$ cat config.mk
export PLATFORM = sky130hd
export DESIGN_NAME = trig_taylor_seq
export DESIGN_NICKNAME = d
export VERILOG_FILES = /design/src/rtl/trig_taylor_pkg.sv /design/src/rtl/trig_qmul.sv /design/src/rtl/trig_taylor_seq.sv
export SDC_FILE = /design/constraint.sdc
export NUM_CORES = 2
export LEC_CHECK = 0
export ABC_AREA = 1
export CAP_MARGIN = 20
export CORE_ASPECT_RATIO = 1.4
export CORE_MARGIN = 2
export CORE_UTILIZATION = 67
export CTS_CLUSTER_SIZE = 40
export DETAILED_ROUTE_END_ITERATION = 7
export PLACE_DENSITY = 0.95
export SKIP_CTS_REPAIR_TIMING = 1
export SLEW_MARGIN = 30
export SYNTH_ARGS = -nofsm -noshare
export SYNTH_HDL_FRONTEND = slang
export SYNTH_SLANG_ARGS = --single-unit
$ cat constraint.sdc
create_clock -name clk -period 10.6 [get_ports clk]
set_clock_uncertainty 0.1 [all_clocks]
set_input_delay 1.59 -clock clk [delete_from_list [all_inputs] [get_ports clk]]
set_output_delay 1.59 -clock clk [all_outputs]
set_load 0.05 [all_outputs]
$ cat src/rtl/trig_taylor_pkg.sv
// Shared types and elaboration-time constants for the Taylor sin/cos sequencer.
package trig_taylor_pkg;

    localparam int MAX_TERMS = 8;

    typedef enum logic [2:0] {IDLE, SQ, MUL_T, MUL_C, FINAL, HOLD} state_e;

    function automatic longint ONE(input int frac_w);
        return longint'(1) <<< frac_w;
    endfunction

    // mode 0 = sin: 1/((2k)(2k+1)); mode 1 = cos: 1/((2k-1)(2k)); rounded to nearest
    function automatic longint coef(input int k, input logic mode, input int frac_w);
        longint d;
        d = mode ? longint'((2*k-1)*(2*k)) : longint'((2*k)*(2*k+1));
        if (d <= 0) return 0;
        return (ONE(frac_w) + d/2) / d;
    endfunction

endpackage

$ cat src/rtl/trig_qmul.sv
// Combinational signed fixed-point multiply: full product, keep bits [FRAC_W+DATA_W-1:FRAC_W].
module trig_qmul #(
    parameter int DATA_W = 32,
    parameter int FRAC_W = 24
) (
    input  logic signed [DATA_W-1:0] a_i,
    input  logic signed [DATA_W-1:0] b_i,
    output logic signed [DATA_W-1:0] p_o
);
    logic signed [2*DATA_W-1:0] prod;
    logic                       unused_bits;

    assign prod        = a_i * b_i;
    assign p_o         = prod[FRAC_W+DATA_W-1:FRAC_W];
    assign unused_bits = ^{prod[2*DATA_W-1:FRAC_W+DATA_W], prod[FRAC_W-1:0]};
endmodule

$ cat src/rtl/trig_taylor_seq.sv
// Sequential Horner-form Taylor sin/cos over one shared multiplier.
// Define TRIG_TAYLOR_SAT_EN to clamp the result to [-ONE, +ONE] and flag it on out_sat.
module trig_taylor_seq
    import trig_taylor_pkg::*;
#(
    parameter int DATA_W    = 32,
    parameter int FRAC_W    = 24,
    parameter int NUM_TERMS = 4
) (
    input  logic                     clk,
    input  logic                     rst,
    input  logic                     in_valid,
    output logic                     in_ready,
    input  logic signed [DATA_W-1:0] in_x,
    input  logic                     in_mode,
    output logic                     out_valid,
    input  logic                     out_ready,
    output logic signed [DATA_W-1:0] out_y,
    output logic                     out_sat
);
    localparam logic signed [DATA_W-1:0] ONE_C = DATA_W'(ONE(FRAC_W));

    logic signed [DATA_W-1:0] coef_sin [MAX_TERMS];
    logic signed [DATA_W-1:0] coef_cos [MAX_TERMS];

    for (genvar g = 0; g < MAX_TERMS; g++) begin : g_coef
        assign coef_sin[g] = DATA_W'(coef(g, 1'b0, FRAC_W));
        assign coef_cos[g] = DATA_W'(coef(g, 1'b1, FRAC_W));
    end

    state_e                   state_q;
    logic signed [DATA_W-1:0] x_q, x2_q, acc_q, t_q, out_y_q;
    logic [2:0]               k_q;
    logic                     mode_q, out_valid_q, out_sat_q;

    logic signed [DATA_W-1:0] mul_a, mul_b, prod, diff, res, res_d;
    logic                     sat_d, fin;

    trig_qmul #(.DATA_W(DATA_W), .FRAC_W(FRAC_W)) u_mul (
        .a_i(mul_a), .b_i(mul_b), .p_o(prod)
    );

    always_comb begin
        mul_a = acc_q;
        mul_b = x_q;
        case (state_q)
            SQ:      begin mul_a = x_q;   mul_b = x_q;  end
            MUL_T:   begin mul_a = acc_q; mul_b = x2_q; end
            MUL_C:   begin mul_a = t_q;   mul_b = mode_q ? coef_cos[k_q] : coef_sin[k_q]; end
            default: begin mul_a = acc_q; mul_b = x_q;  end
        endcase
    end

    assign diff = ONE_C - prod;

    // fin marks the cycle whose result is loaded into the output register
    always_comb begin
        fin = 1'b0;
        res = diff;
        case (state_q)
            SQ:      begin fin = (NUM_TERMS == 1) && mode_q; res = ONE_C; end
            MUL_C:   begin fin = (k_q <= 3'd1) && mode_q;     res = diff;  end
            FINAL:   begin fin = 1'b1;                        res = prod;  end
            default: begin fin = 1'b0;                        res = diff;  end
        endcase
    end

`ifdef TRIG_TAYLOR_SAT_EN
    always_comb begin
        res_d = res;
        sat_d = 1'b0;
        if (res > ONE_C) begin
            res_d = ONE_C;
            sat_d = 1'b1;
        end else if (res < -ONE_C) begin
            res_d = -ONE_C;
            sat_d = 1'b1;
        end
    end
`else
    assign res_d = res;
    assign sat_d = 1'b0;
`endif

    always_ff @(posedge clk or posedge rst) begin
        if (rst) begin
            state_q     <= IDLE;
            x_q         <= '0;
            x2_q        <= '0;
            acc_q       <= '0;
            t_q         <= '0;
            k_q         <= '0;
            mode_q      <= 1'b0;
            out_y_q     <= '0;
            out_sat_q   <= 1'b0;
            out_valid_q <= 1'b0;
        end else begin
            case (state_q)
                IDLE: if (in_valid) begin
                    x_q     <= in_x;
                    mode_q  <= in_mode;
                    acc_q   <= ONE_C;
                    k_q     <= 3'(NUM_TERMS - 1);
                    state_q <= SQ;
                end
                SQ: begin
                    x2_q <= prod;
                    if (NUM_TERMS > 1) state_q <= MUL_T;
                    else               state_q <= mode_q ? HOLD : FINAL;
                end
                MUL_T: begin
                    t_q     <= prod;
                    state_q <= MUL_C;
                end
                MUL_C: begin
                    acc_q <= diff;
                    k_q   <= k_q - 3'd1;
                    if (k_q > 3'd1) state_q <= MUL_T;
                    else            state_q <= mode_q ? HOLD : FINAL;
                end
                FINAL: state_q <= HOLD;
                HOLD: if (out_ready) begin
                    out_valid_q <= 1'b0;
                    state_q     <= IDLE;
                end
                default: state_q <= IDLE;
            endcase
            if (fin) begin
                out_y_q     <= res_d;
                out_sat_q   <= sat_d;
                out_valid_q <= 1'b1;
            end
        end
    end

    assign in_ready  = (state_q == IDLE);
    assign out_valid = out_valid_q;
    assign out_y     = out_y_q;
    assign out_sat   = out_sat_q;
endmodule

==> results.md <==
* Result of the run: finished clean
* Worst Hold Launch: t_q[1]
* Post-synthesis cell type count at 64
* Proportion of netlist area held by the largest area contributor at 46.67%
* Count of clock tree sinks at 168
* Post-synthesis to final-layout area growth at 8.077%
* Count of flip-flops with a built-in enable after synthesis at 0
* Sequential cell area fraction in the yosys report at 9.981%
* I/O Buffers at 70
* Arr. time, crit path at 10.49 ns
* TritonCTS clock tree: built
* Floorplan row count at 108
* Buffers plus inverters on the worst setup path at 6
* Post-synth top flop: sky130_fd_sc_hd__dfrtp_1
* Number of fill cells in the layout at 4,308
* Antenna violations before repair at 2
* Final cell utilization of the core at 73.24%
* Worst min-delay path class: reg -> reg
* Maximum Capacitance Violations at 0
* Flip-flop and latch count after synthesis at 168
* Initial Utilization at 67.76%
* Height of the chip at 300.7 um
* Data required time at the worst endpoint at 10.87 ns
* Source of the critical timing path: state_q[0]
* Maximum number of pins on one net before global-route repair at 108
* Vias after detailed routing at 36,910
* I/O pin count at 72
* Total global-route track usage at 45.42%
* Number of pins exceeding their max-slew limit in the final report at 0
* RR Startpoint: state_q[0]
* Sum of overflow across all layers after global routing at 0
* Netlist area before placement at 42,120 um2
* Sum of negative setup slack at 0 ns
* Final-report setup violation count at 0
* Total number of yosys warnings at 0
* Placed Cells incl. Taps at 6,007
* Core Footprint at 62,160 um2
* Wire length per cell after detailed routing at 23.32 um
* Remaining routing DRC violations at 0
* Worst-case reg-to-reg path depth at 39
* Clock insertion delay at the later pin of the skew report at 0.45 ns
* Nature of the critical path endpoint: flop
* Reg2Reg Capture Point: out_y[29]
* Number of hold violations in the final report at 0
* Number of search-and-repair iterations in the first detailed-routing pass at 6
* Root buffer cell: sky130_fd_sc_hd__clkbuf_16
* Worst Hold End: t_q[1]
* Number of buffers on the longest clock path at 2
* Net count, final at 6,418
* Highest fanout seen on the critical path at 42
* Worst hold path stage count at 2
* Maximum clock frequency at 0.09787 GHz
* # H-tree levels at 4
* Detailed Route WL at 141,300 um
* Count of mapped cells out of synthesis at 5,129
* Synth top area cells: sky130_fd_sc_hd__fa_1, sky130_fd_sc_hd__inv_1, sky130_fd_sc_hd__dfrtp_1
* Antenna viol nets, final at 0
* Period utilization at 96.39%
* Final GP Congestion at 1.057
* R2r setup slk at 0.38 ns
* Largest stage delay, worst path at 0.61 ns
* Worst setup path category: reg -> reg
* Mean Syn Cell Area at 8.212 um2
* Slew at the pin closest to its max-slew limit at 1.048 ns
* Area leader, netlist: sky130_fd_sc_hd__fa_1
* Via count of the first global-routing pass at 40,930
* Half-perimeter wire length after placement at 115,700 um
* Starting DRT DRC Count at 4,260
* Worst-case headroom to the max-slew limit at 30.13%
* Global-route wire length before repair at 220,500 um
* Die footprint at 64,920 um2
* Fraction of registers with async set or reset after synthesis at 100.0%
* Startpoint types: flop
* Via-to-Cell Ratio at 6.091
* Final critical delay including setup and external delays at 10.22 ns
* Unrepaired setup endpoints after global routing: no
* Die extent in x at 215.9 um
* Clock buffers created by TritonCTS at 17
* Slowest stage cell on the critical path: sky130_fd_sc_hd__fa_1
* Largest delay share family, worst path: adder cells
* Post-route insts no fill at 6,060
* Post-CTS clock slew at the launch and capture registers of the worst setup and hold paths at 0.07 ns
* Share of cells above drive strength 1 at 7.453%
* Syn_nets at 6,327
## worst max-delay path by stage
stage / slack (ns) / to / cells past startpoint
finish: 0.38 / out_y[29] / 39
global route: 0.03 / out_y[25] / 39
CTS: -0.19 / out_y[29] / 39
detailed placement: -0.12 / out_y[29] / 39
global placement: 0.08 / out_y[29] / 39
floorplan: 1.67 / acc_q[28] / 43
## flip-flops by register name (all words and copies together), names as in the netlist
register	flops
state_q	3
x_q	32
out_y	32
x2_q	32
out_valid	1
mode_q	1
t_q	32
k_q	3
acc_q	32
## per-stage QoR
| step | setup slack (ns) | hold slack [ns] | cell area, um2 |
|---|---|---|---|
| floorplan | 1.667 | 0.3494 | 42120 |
| global placement | 0.08030 | 0.3631 | 44670 |
| detailed placement | -0.1209 | 0.3680 | 44680 |
| CTS | -0.1947 | 0.3871 | 45280 |
| global route | 0.03391 | 0.4176 | 45520 |
| finish | 0.3823 | 0.3888 | 45520 |
## kinds of logic after synthesis
kind of cell | after synthesis | share of synthesized area [%]
simple gates | 1839 | 17.90
fa+ha+maj | 1161 | 51.99
flops | 168 | 9.981
mux | 2 | 0.05346
xor+xnor | 52 | 1.259
other cells | 1 | 0.008903
buf+inv | 1484 | 13.29
compound gates | 422 | 5.516
## synthesized netlist by cell type (10+ instances only)
library cell / instances
sky130_fd_sc_hd__nand2_1: 912
sky130_fd_sc_hd__nand3_1: 85
sky130_fd_sc_hd__clkbuf_1: 183
sky130_fd_sc_hd__nand4_1: 11
sky130_fd_sc_hd__nor3_1: 18
sky130_fd_sc_hd__nand3_2: 13
sky130_fd_sc_hd__ha_1: 179
sky130_fd_sc_hd__o21ai_0: 155
sky130_fd_sc_hd__xor2_1: 37
sky130_fd_sc_hd__o21ai_1: 16
sky130_fd_sc_hd__nand3b_1: 11
sky130_fd_sc_hd__nor2_2: 10
sky130_fd_sc_hd__inv_2: 18
sky130_fd_sc_hd__nor2_1: 715
sky130_fd_sc_hd__a21oi_1: 162
sky130_fd_sc_hd__nor2_4: 12
sky130_fd_sc_hd__dfrtp_1: 168
sky130_fd_sc_hd__o22ai_1: 23
sky130_fd_sc_hd__inv_1: 1248
sky130_fd_sc_hd__a31oi_1: 16
sky130_fd_sc_hd__a22o_1: 11
sky130_fd_sc_hd__buf_1: 10
sky130_fd_sc_hd__nand2_2: 28
sky130_fd_sc_hd__fa_1: 982
sky130_fd_sc_hd__clkinv_1: 13
## final cells by class
cell class	instances	area (um2)	share of cell area (%)
Tap cell	825	1032	2.267
Clock buffer	18	439.2	0.9647
Multi-Input combinational cell	3478	32480	71.36
Inverter	1280	4852	10.66
Antenna cell	2	5.005	0.01099
Timing Repair Buffer	275	2340	5.140
Sequential cell	168	4207	9.240
Clock inverter	14	163.9	0.3600
## worst reg2reg max path: cells and delay by family (launching register included)
| kind | cells | cell delay, ns |
|---|---|---|
| AO/OA/AOI/OAI | 3 | 0.86 |
| adder cells (fa/ha/maj) | 9 | 4.50 |
| buffers and inverters | 6 | 1.00 |
| flip-flops | 1 | 0.51 |
| AND/OR/NAND/NOR | 21 | 3.17 |
## routing by layer
metal  up-vias  track usage (%)  part of all wire [%]
met5         -                0                     0
met4         0            38.11                    11
met3      1071            12.14                    12
met2      2922            73.76                    46
met1     17910            50.06                    31
li1      15010                -                     -
## cells in the final DEF (no fill, tap or decap), drive strengths merged, types with 16 or more instances in the layout
master	synthesis	layout
o21ai	172	172
dfrtp	168	168
clkbuf	183	18
a31oi	16	16
o22ai	24	24
ha	179	179
nor3	20	20
nand3	102	102
buf	21	205
clkinv	13	18
nand2	946	946
clkdlybuf4s50	0	70
fa	982	982
a21oi	165	165
xor2	39	39
inv	1267	1264
nor2	738	739
Power is left out: the tool's default activity adds up to more than one toggle a clock period on the data nets, which glitch-free logic cannot reach.
